[src/rtl/rs232_tx_packet_pkg.sv]
// Shared constants and helpers for the RS-232 packet transmitter.
// Holds the frame delimiters, the bit timing and the payload byte offsets
// that the receiver uses for the same frame. It also provides the byte-mux
// function that maps a frame byte index to the byte on the wire.
package rs232_tx_packet_pkg;

    localparam int        DEF_CLKS_PER_BIT  = 47;
    localparam int        CLKS_PER_1_5_BIT  = 70;   // receiver mid-bit sampling offset
    localparam int        FRAME_BYTES       = 8;
    localparam logic [7:0] DEF_STX          = 8'h02;
    localparam logic [7:0] DEF_ETX          = 8'h03;
    localparam logic [7:0] DEF_RSP_TAG      = 8'h00;

    // Payload byte offsets inside the 8-byte frame, little-endian word.
    localparam logic [2:0] PAYLOAD_OFS_0    = 3'd2;
    localparam logic [2:0] PAYLOAD_OFS_1    = 3'd3;
    localparam logic [2:0] PAYLOAD_OFS_2    = 3'd4;
    localparam logic [2:0] PAYLOAD_OFS_3    = 3'd5;

    // 13 bits covers CLKS_PER_BIT values up to 8191.
    localparam int        TIMER_W           = 13;

    // Byte on the wire for frame position idx.
    function automatic logic [7:0] frame_byte(
        input logic [2:0]  idx,
        input logic [31:0] word,
        input logic [7:0]  stx,
        input logic [7:0]  tag,
        input logic [7:0]  etx
    );
        logic [7:0] b;
        case (idx)
            3'd0:          b = stx;
            3'd1:          b = tag;
            PAYLOAD_OFS_0: b = word[7:0];
            PAYLOAD_OFS_1: b = word[15:8];
            PAYLOAD_OFS_2: b = word[23:16];
            PAYLOAD_OFS_3: b = word[31:24];
            3'd6:          b = 8'h00;
            default:       b = etx;
        endcase
        return b;
    endfunction

endpackage

[src/rtl/rs232_tx_packet_uart_tx_byte.sv]
// uart_tx_byte: serializes one 8N1 byte, LSB first.
// Ports:
//   clk, rst   - system clock, synchronous active-high reset
//   start      - load din and begin a byte (honoured only while ready=1)
//   din[7:0]   - byte to send
//   tx         - registered serial output, idle high
//   ready      - high when a start in this cycle is accepted: either idle,
//                or in the last cycle of the stop bit, which lets the next
//                byte follow the stop bit with no gap.
module uart_tx_byte
    import rs232_tx_packet_pkg::*;
#(
    parameter int CLKS_PER_BIT = DEF_CLKS_PER_BIT
) (
    input  logic       clk,
    input  logic       rst,
    input  logic       start,
    input  logic [7:0] din,
    output logic       tx,
    output logic       ready
);

    localparam logic [1:0] S_IDLE  = 2'd0;
    localparam logic [1:0] S_START = 2'd1;
    localparam logic [1:0] S_DATA  = 2'd2;
    localparam logic [1:0] S_STOP  = 2'd3;

    localparam logic [TIMER_W-1:0] TIMER_LAST = TIMER_W'(CLKS_PER_BIT - 1);

    logic [1:0]         state_reg, state_next;
    logic [TIMER_W-1:0] timer_reg, timer_next;
    logic [2:0]         bit_idx_reg, bit_idx_next;
    logic [7:0]         shift_reg, shift_next;
    logic               tx_reg, tx_next;
    logic               timer_done;

    assign timer_done = (timer_reg == TIMER_LAST);
    assign ready      = (state_reg == S_IDLE) || ((state_reg == S_STOP) && timer_done);
    assign tx         = tx_reg;

    // tx_next is the value the line takes in the next cycle, so every
    // transition is computed one cycle early and the pin stays registered.
    always_comb begin
        state_next   = state_reg;
        timer_next   = timer_reg;
        bit_idx_next = bit_idx_reg;
        shift_next   = shift_reg;
        tx_next      = tx_reg;

        if (state_reg != S_IDLE) begin
            timer_next = timer_done ? '0 : timer_reg + TIMER_W'(1);
        end

        case (state_reg)
            S_IDLE: begin
                tx_next    = 1'b1;
                timer_next = '0;
                if (start) begin
                    state_next = S_START;
                    shift_next = din;
                    tx_next    = 1'b0;
                end
            end
            S_START: begin
                if (timer_done) begin
                    state_next   = S_DATA;
                    bit_idx_next = 3'd0;
                    tx_next      = shift_reg[0];
                end
            end
            S_DATA: begin
                if (timer_done) begin
                    if (bit_idx_reg == 3'd7) begin
                        state_next = S_STOP;
                        tx_next    = 1'b1;
                    end else begin
                        bit_idx_next = bit_idx_reg + 3'd1;
                        shift_next   = {1'b0, shift_reg[7:1]};
                        tx_next      = shift_reg[1];
                    end
                end
            end
            S_STOP: begin
                if (timer_done) begin
                    if (start) begin
                        state_next = S_START;
                        shift_next = din;
                        tx_next    = 1'b0;
                    end else begin
                        state_next = S_IDLE;
                        tx_next    = 1'b1;
                    end
                end
            end
            default: begin
                state_next = S_IDLE;
                tx_next    = 1'b1;
            end
        endcase
    end

    always_ff @(posedge clk) begin
        if (rst) begin
            state_reg   <= S_IDLE;
            timer_reg   <= '0;
            bit_idx_reg <= '0;
            shift_reg   <= '0;
            tx_reg      <= 1'b1;
        end else begin
            state_reg   <= state_next;
            timer_reg   <= timer_next;
            bit_idx_reg <= bit_idx_next;
            shift_reg   <= shift_next;
            tx_reg      <= tx_next;
        end
    end

endmodule

[src/rtl/rs232_tx_packet.sv]
// rs232_tx_packet: sends a 32-bit read word to the host as one 8-byte UART
// frame: STX, RSP_TAG, word bytes LSB first, 0x00, ETX.
// Ports:
//   clk, rst   - system clock, synchronous active-high reset
//   tx_start   - one-cycle request; accepted only while busy=0
//   tx_data    - 32-bit word, captured in the accepting cycle
//   tx         - serial line, idle high
//   busy       - high for the whole frame, 8*10*CLKS_PER_BIT cycles
//   drop       - one-cycle pulse after a request that arrived while busy
module rs232_tx_packet
    import rs232_tx_packet_pkg::*;
#(
    parameter int         CLKS_PER_BIT = DEF_CLKS_PER_BIT,
    parameter logic [7:0] STX          = DEF_STX,
    parameter logic [7:0] ETX          = DEF_ETX,
    parameter logic [7:0] RSP_TAG      = DEF_RSP_TAG
) (
    input  logic        clk,
    input  logic        rst,
    input  logic        tx_start,
    input  logic [31:0] tx_data,
    output logic        tx,
    output logic        busy,
    output logic        drop
);

    localparam logic [2:0] LAST_BYTE = 3'(FRAME_BYTES - 1);

    logic        busy_reg;
    logic        drop_reg;
    logic [2:0]  byte_idx_reg;
    logic [31:0] data_reg;

    logic        accept;
    logic        ser_start;
    logic [7:0]  ser_din;
    logic        ser_ready;

    assign accept = tx_start && !busy_reg;
    assign busy   = busy_reg;
    assign drop   = drop_reg;

    // The first byte is fed straight from the accept so the start bit
    // appears in the cycle after acceptance. Later bytes come from the
    // latched word, handed over in the last stop-bit cycle of the previous
    // byte so bytes run back to back.
    always_comb begin
        ser_start = 1'b0;
        ser_din   = STX;
        if (accept) begin
            ser_start = 1'b1;
            ser_din   = STX;
        end else if (busy_reg && ser_ready && (byte_idx_reg != LAST_BYTE)) begin
            ser_start = 1'b1;
            ser_din   = frame_byte(byte_idx_reg + 3'd1, data_reg, STX, RSP_TAG, ETX);
        end
    end

    always_ff @(posedge clk) begin
        if (rst) begin
            busy_reg     <= 1'b0;
            drop_reg     <= 1'b0;
            byte_idx_reg <= '0;
            data_reg     <= '0;
        end else begin
            drop_reg <= tx_start && busy_reg;
            if (accept) begin
                busy_reg     <= 1'b1;
                byte_idx_reg <= '0;
                data_reg     <= tx_data;
            end else if (busy_reg && ser_ready) begin
                if (byte_idx_reg == LAST_BYTE) begin
                    busy_reg <= 1'b0;
                end else begin
                    byte_idx_reg <= byte_idx_reg + 3'd1;
                end
            end
        end
    end

    uart_tx_byte #(
        .CLKS_PER_BIT (CLKS_PER_BIT)
    ) u_byte (
        .clk   (clk),
        .rst   (rst),
        .start (ser_start),
        .din   (ser_din),
        .tx    (tx),
        .ready (ser_ready)
    );

endmodule

[config.mk]
export PLATFORM = sky130hd
export DESIGN_NAME = rs232_tx_packet
export DESIGN_NICKNAME = d
export VERILOG_FILES = /design/src/rtl/rs232_tx_packet_pkg.sv /design/src/rtl/rs232_tx_packet_uart_tx_byte.sv /design/src/rtl/rs232_tx_packet.sv
export SDC_FILE = /design/constraint.sdc
export NUM_CORES = 1
export LEC_CHECK = 0
export ABC_AREA = 1
export CAP_MARGIN = 30
export CELL_PAD_IN_SITES_DETAIL_PLACEMENT = 0
export CELL_PAD_IN_SITES_GLOBAL_PLACEMENT = 1
export CORE_MARGIN = 3
export CORE_UTILIZATION = 43
export DETAILED_ROUTE_END_ITERATION = 10
export HOLD_SLACK_MARGIN = 0.06
export PLACE_DENSITY = 0.95
export SLEW_MARGIN = 5
export SYNTH_ARGS = -nofsm -noshare
export SYNTH_HDL_FRONTEND = slang
export SYNTH_SLANG_ARGS = --single-unit
[constraint.sdc]
create_clock -name clk -period 4.4 [get_ports clk]
set_clock_uncertainty 0.05 [all_clocks]
set_input_delay 0.88 -clock clk [delete_from_list [all_inputs] [get_ports clk]]
set_output_delay 0.88 -clock clk [all_outputs]
set_load 0.05 [all_outputs]
==> impl_metrics.yaml <==
global_routing:
  antenna_found_initial: 0
  grt_pass1_wl_mm: 12.3
  grt_pass1_vias: 2675
  grtUsageTotal_pct: 18.0
  grt_max_degree: 47
  grt_overflow_total: 0
clock_tree:
  cts-root-buf: "clkbuf_8"
  cts_buffer_depth: 2
  cts_tree: "done"
  hold_buffers: 0
  post_cts_resize_count: 0
  cts.htree.levels: 3
  cts_buffers: 9
  clock-sinks: 64
  clk_pin_slew_ns: 0.06
  clock_latency_ns: 0.33
  post_cts.repair.setup_buffers: 0
cells_and_area:
  largest_reg_flops: 32
  drive_gt1_share_pct: 7.46
  diodes: 0
  layout_commonest_cell: "nor2_1"
  syn_to_final_growth_pct: 19.8
  final_nets: 542
  layoutNonFillerInstCount: 592
  fin_area_um2: 3770
  final_cell_mix: "nor2_1, nand2_1, dfxtp_1"
routing:
  drtIter0Drc: 207
  dr.pass1.iters: 4
  num_vias: 2876
  wl_mm: 7.05
  wl_per_cell_um: 11.9
  drc: 0
  vias_per_cell: 4.86
  ant_nets: 0
run:
  drv_cap: 0
critical_path:
  r2r_slack_ns: 2.25
  rr_worst_depth: 9
  crit_family: "buffers and inverters"
  cp.arrival_ns: 2.83
  path_buf_inv: 4
  max_stage_delay_ns: 0.48
  required_ns: 4.61
  slowest_stage: "inv_2"
  path_depth: 11
  cpMostUsedCell: "nand2_1"
  worstSetupPathType: "in2reg"
  cp-start-kind: "primary input"
  crit_chain: "clkdlybuf4s50_1 > inv_1 > nor2_1 > buf_4 > inv_2 > nand2_1 > o22ai_1 > nor2_1 > nand2_1 > nand2_1 > a21oi_1"
  cp_max_fo: 40
  end_kind: "flop"
die:
  die_y_um: 91.5
  core_area_um2: 6940
  dieArea_um2: 8370
  initial_core_util_pct: 45.3
  std_cell_rows: 30
  io_pins: 38
  chipWidth_um: 91.5
placement:
  io_buffers: 37
  placed_cells: 577
  hpwl_mm: 5.05
  pre_cts_slack_ns: 1.43
  place.gp.congestion: 0.856
  post_dp_cell_area_um2: 3580
sta:
  worstMarginPinSlew_ns: 0.614
  slew_viol_final: 0
  slew_headroom_pct: 59.0
  period_minus_slack_ns: 2.62
  final_hold_viol_count: 0
  timing.final.ws_setup_ns: 1.78
  fmax_mhz: 382
  hold_slack_ns: 0.406
  rsz0062_at_grt: "false"
  fin_crit_sh_pct: 59.5
  setup_viol: 0
  finalSetupTns_ns: 0
yosys:
  synth-seq-area-share_pct: 40.8
  ys_types: 32
  netlist_instances: 456
  netlist_area_um2: 3140
  yosysWarnings: 0
  synth_seq_cells: 64
  avgSynthCellArea_um2: 6.89
  syn-num-nets: 506
worst_hold_path:
  whs_path_depth: 1
  holdCritPathClass: "reg2reg"
power_and_ir_drop:
  p_seq_share_pct: 38.3
  p_comb_share_pct: 35.7
  irDropWorstVdd_uv: 170
  intPower_mw: 1.18
  p_per_area_nw_per_um2: 500
  p_sw_share_pct: 37.4
  p_leak_nw: 1.61
  p_clk_share_pct: 26.0
  p_switching_uw: 703
status:
  status: "finished, final reports clean"
-- logic make-up (layout without fill, tap and decap cells) --
kind of cell    after synthesis  after routing  share of synthesized area (%)
compound gates               84             84                           14.1
flops                        64             64                           40.8
simple gates                226            226                           30.5
buf+inv                      66            106                           8.40
fa+ha+maj                    15             15                           5.97
xor+xnor                      1              1                          0.279
-- per-stage QoR --
step / util (%) / total power, mW
2_1_floorplan: - / 1.26
3_3_place_gp: 51.5 / 1.40
3_5_place_dp: 51.5 / 1.40
4_1_cts: 54.2 / 1.90
5_1_grt: 54.2 / 2.04
6_report: 54.2 / 1.88
-- synthesized netlist by cell type --
cell / number / share of area [%]
nor2_1: 102 / 12
inv_1: 43 / 5.1
buf_4: 1 / 0.24
o21ai_0: 48 / 7.6
a211oi_1: 2 / 0.48
nand2_2: 5 / 1.0
nand2_4: 1 / 0.36
or2_2: 1 / 0.20
nand2_1: 79 / 9.4
nor4_1: 2 / 0.40
dfxtp_1: 64 / 41
o21a_1: 2 / 0.48
inv_2: 8 / 0.96
or2_1: 1 / 0.20
xor2_1: 1 / 0.28
ha_1: 15 / 6.0
nor2_2: 3 / 0.60
o21ai_1: 1 / 0.16
nand3_2: 1 / 0.32
nand3_1: 16 / 2.5
a31oi_1: 1 / 0.20
nand4_1: 7 / 1.4
clkbuf_1: 8 / 0.96
buf_2: 4 / 0.64
a21oi_1: 24 / 3.8
o2111ai_1: 1 / 0.28
o22ai_1: 5 / 1.0
nor3_1: 6 / 0.96
nor2_8: 1 / 0.64
clkinv_1: 1 / 0.12
nor3_2: 1 / 0.32
buf_6: 1 / 0.36
-- final cells by class --
cell class / instances / area [µm²]
fill: 688 / 3180
multi-input combinational: 326 / 1600
sequential: 64 / 1280
timing repair buffer: 39 / 385
inverter: 52 / 195
clock buffer: 11 / 141
tap: 96 / 120
clock inverter: 4 / 45.0
-- metal layers --
metal,wire length [µm],GRT usage (%)
met1,3560,24.5
met2,3040,27.7
met3,385,4.47
met4,60,5.65
met5,0,0
-- path summary, 6_finish.rpt --
| kind | startpoint | endpoint |
|---|---|---|
| hold reg to reg | u_byte.timer_reg[0]$_SDFFE_PP0P_ | u_byte.timer_reg[0]$_SDFFE_PP0P_ |
| setup / recovery | tx_start | u_byte.state_reg[0]$_SDFFE_PP0P_ |
| hold / removal | u_byte.timer_reg[0]$_SDFFE_PP0P_ | u_byte.timer_reg[0]$_SDFFE_PP0P_ |
| setup reg to reg | byte_idx_reg[0]$_SDFFE_PP0N_ | u_byte.shift_reg[6]$_SDFFE_PP0P_ |
-- power by group through the flow --
| stage | registers (mW) | logic (mW) | clock network [mW] |
|---|---|---|---|
| CTS | 0.721 | 0.675 | 0.502 |
| finish | 0.721 | 0.672 | 0.489 |
| global placement | 0.731 | 0.665 | 0 |
| global route | 0.731 | 0.778 | 0.526 |
| detailed placement | 0.733 | 0.670 | 0 |
| floorplan | 0.741 | 0.523 | 0 |
Note: power is estimated with default switching activity, not from simulation.
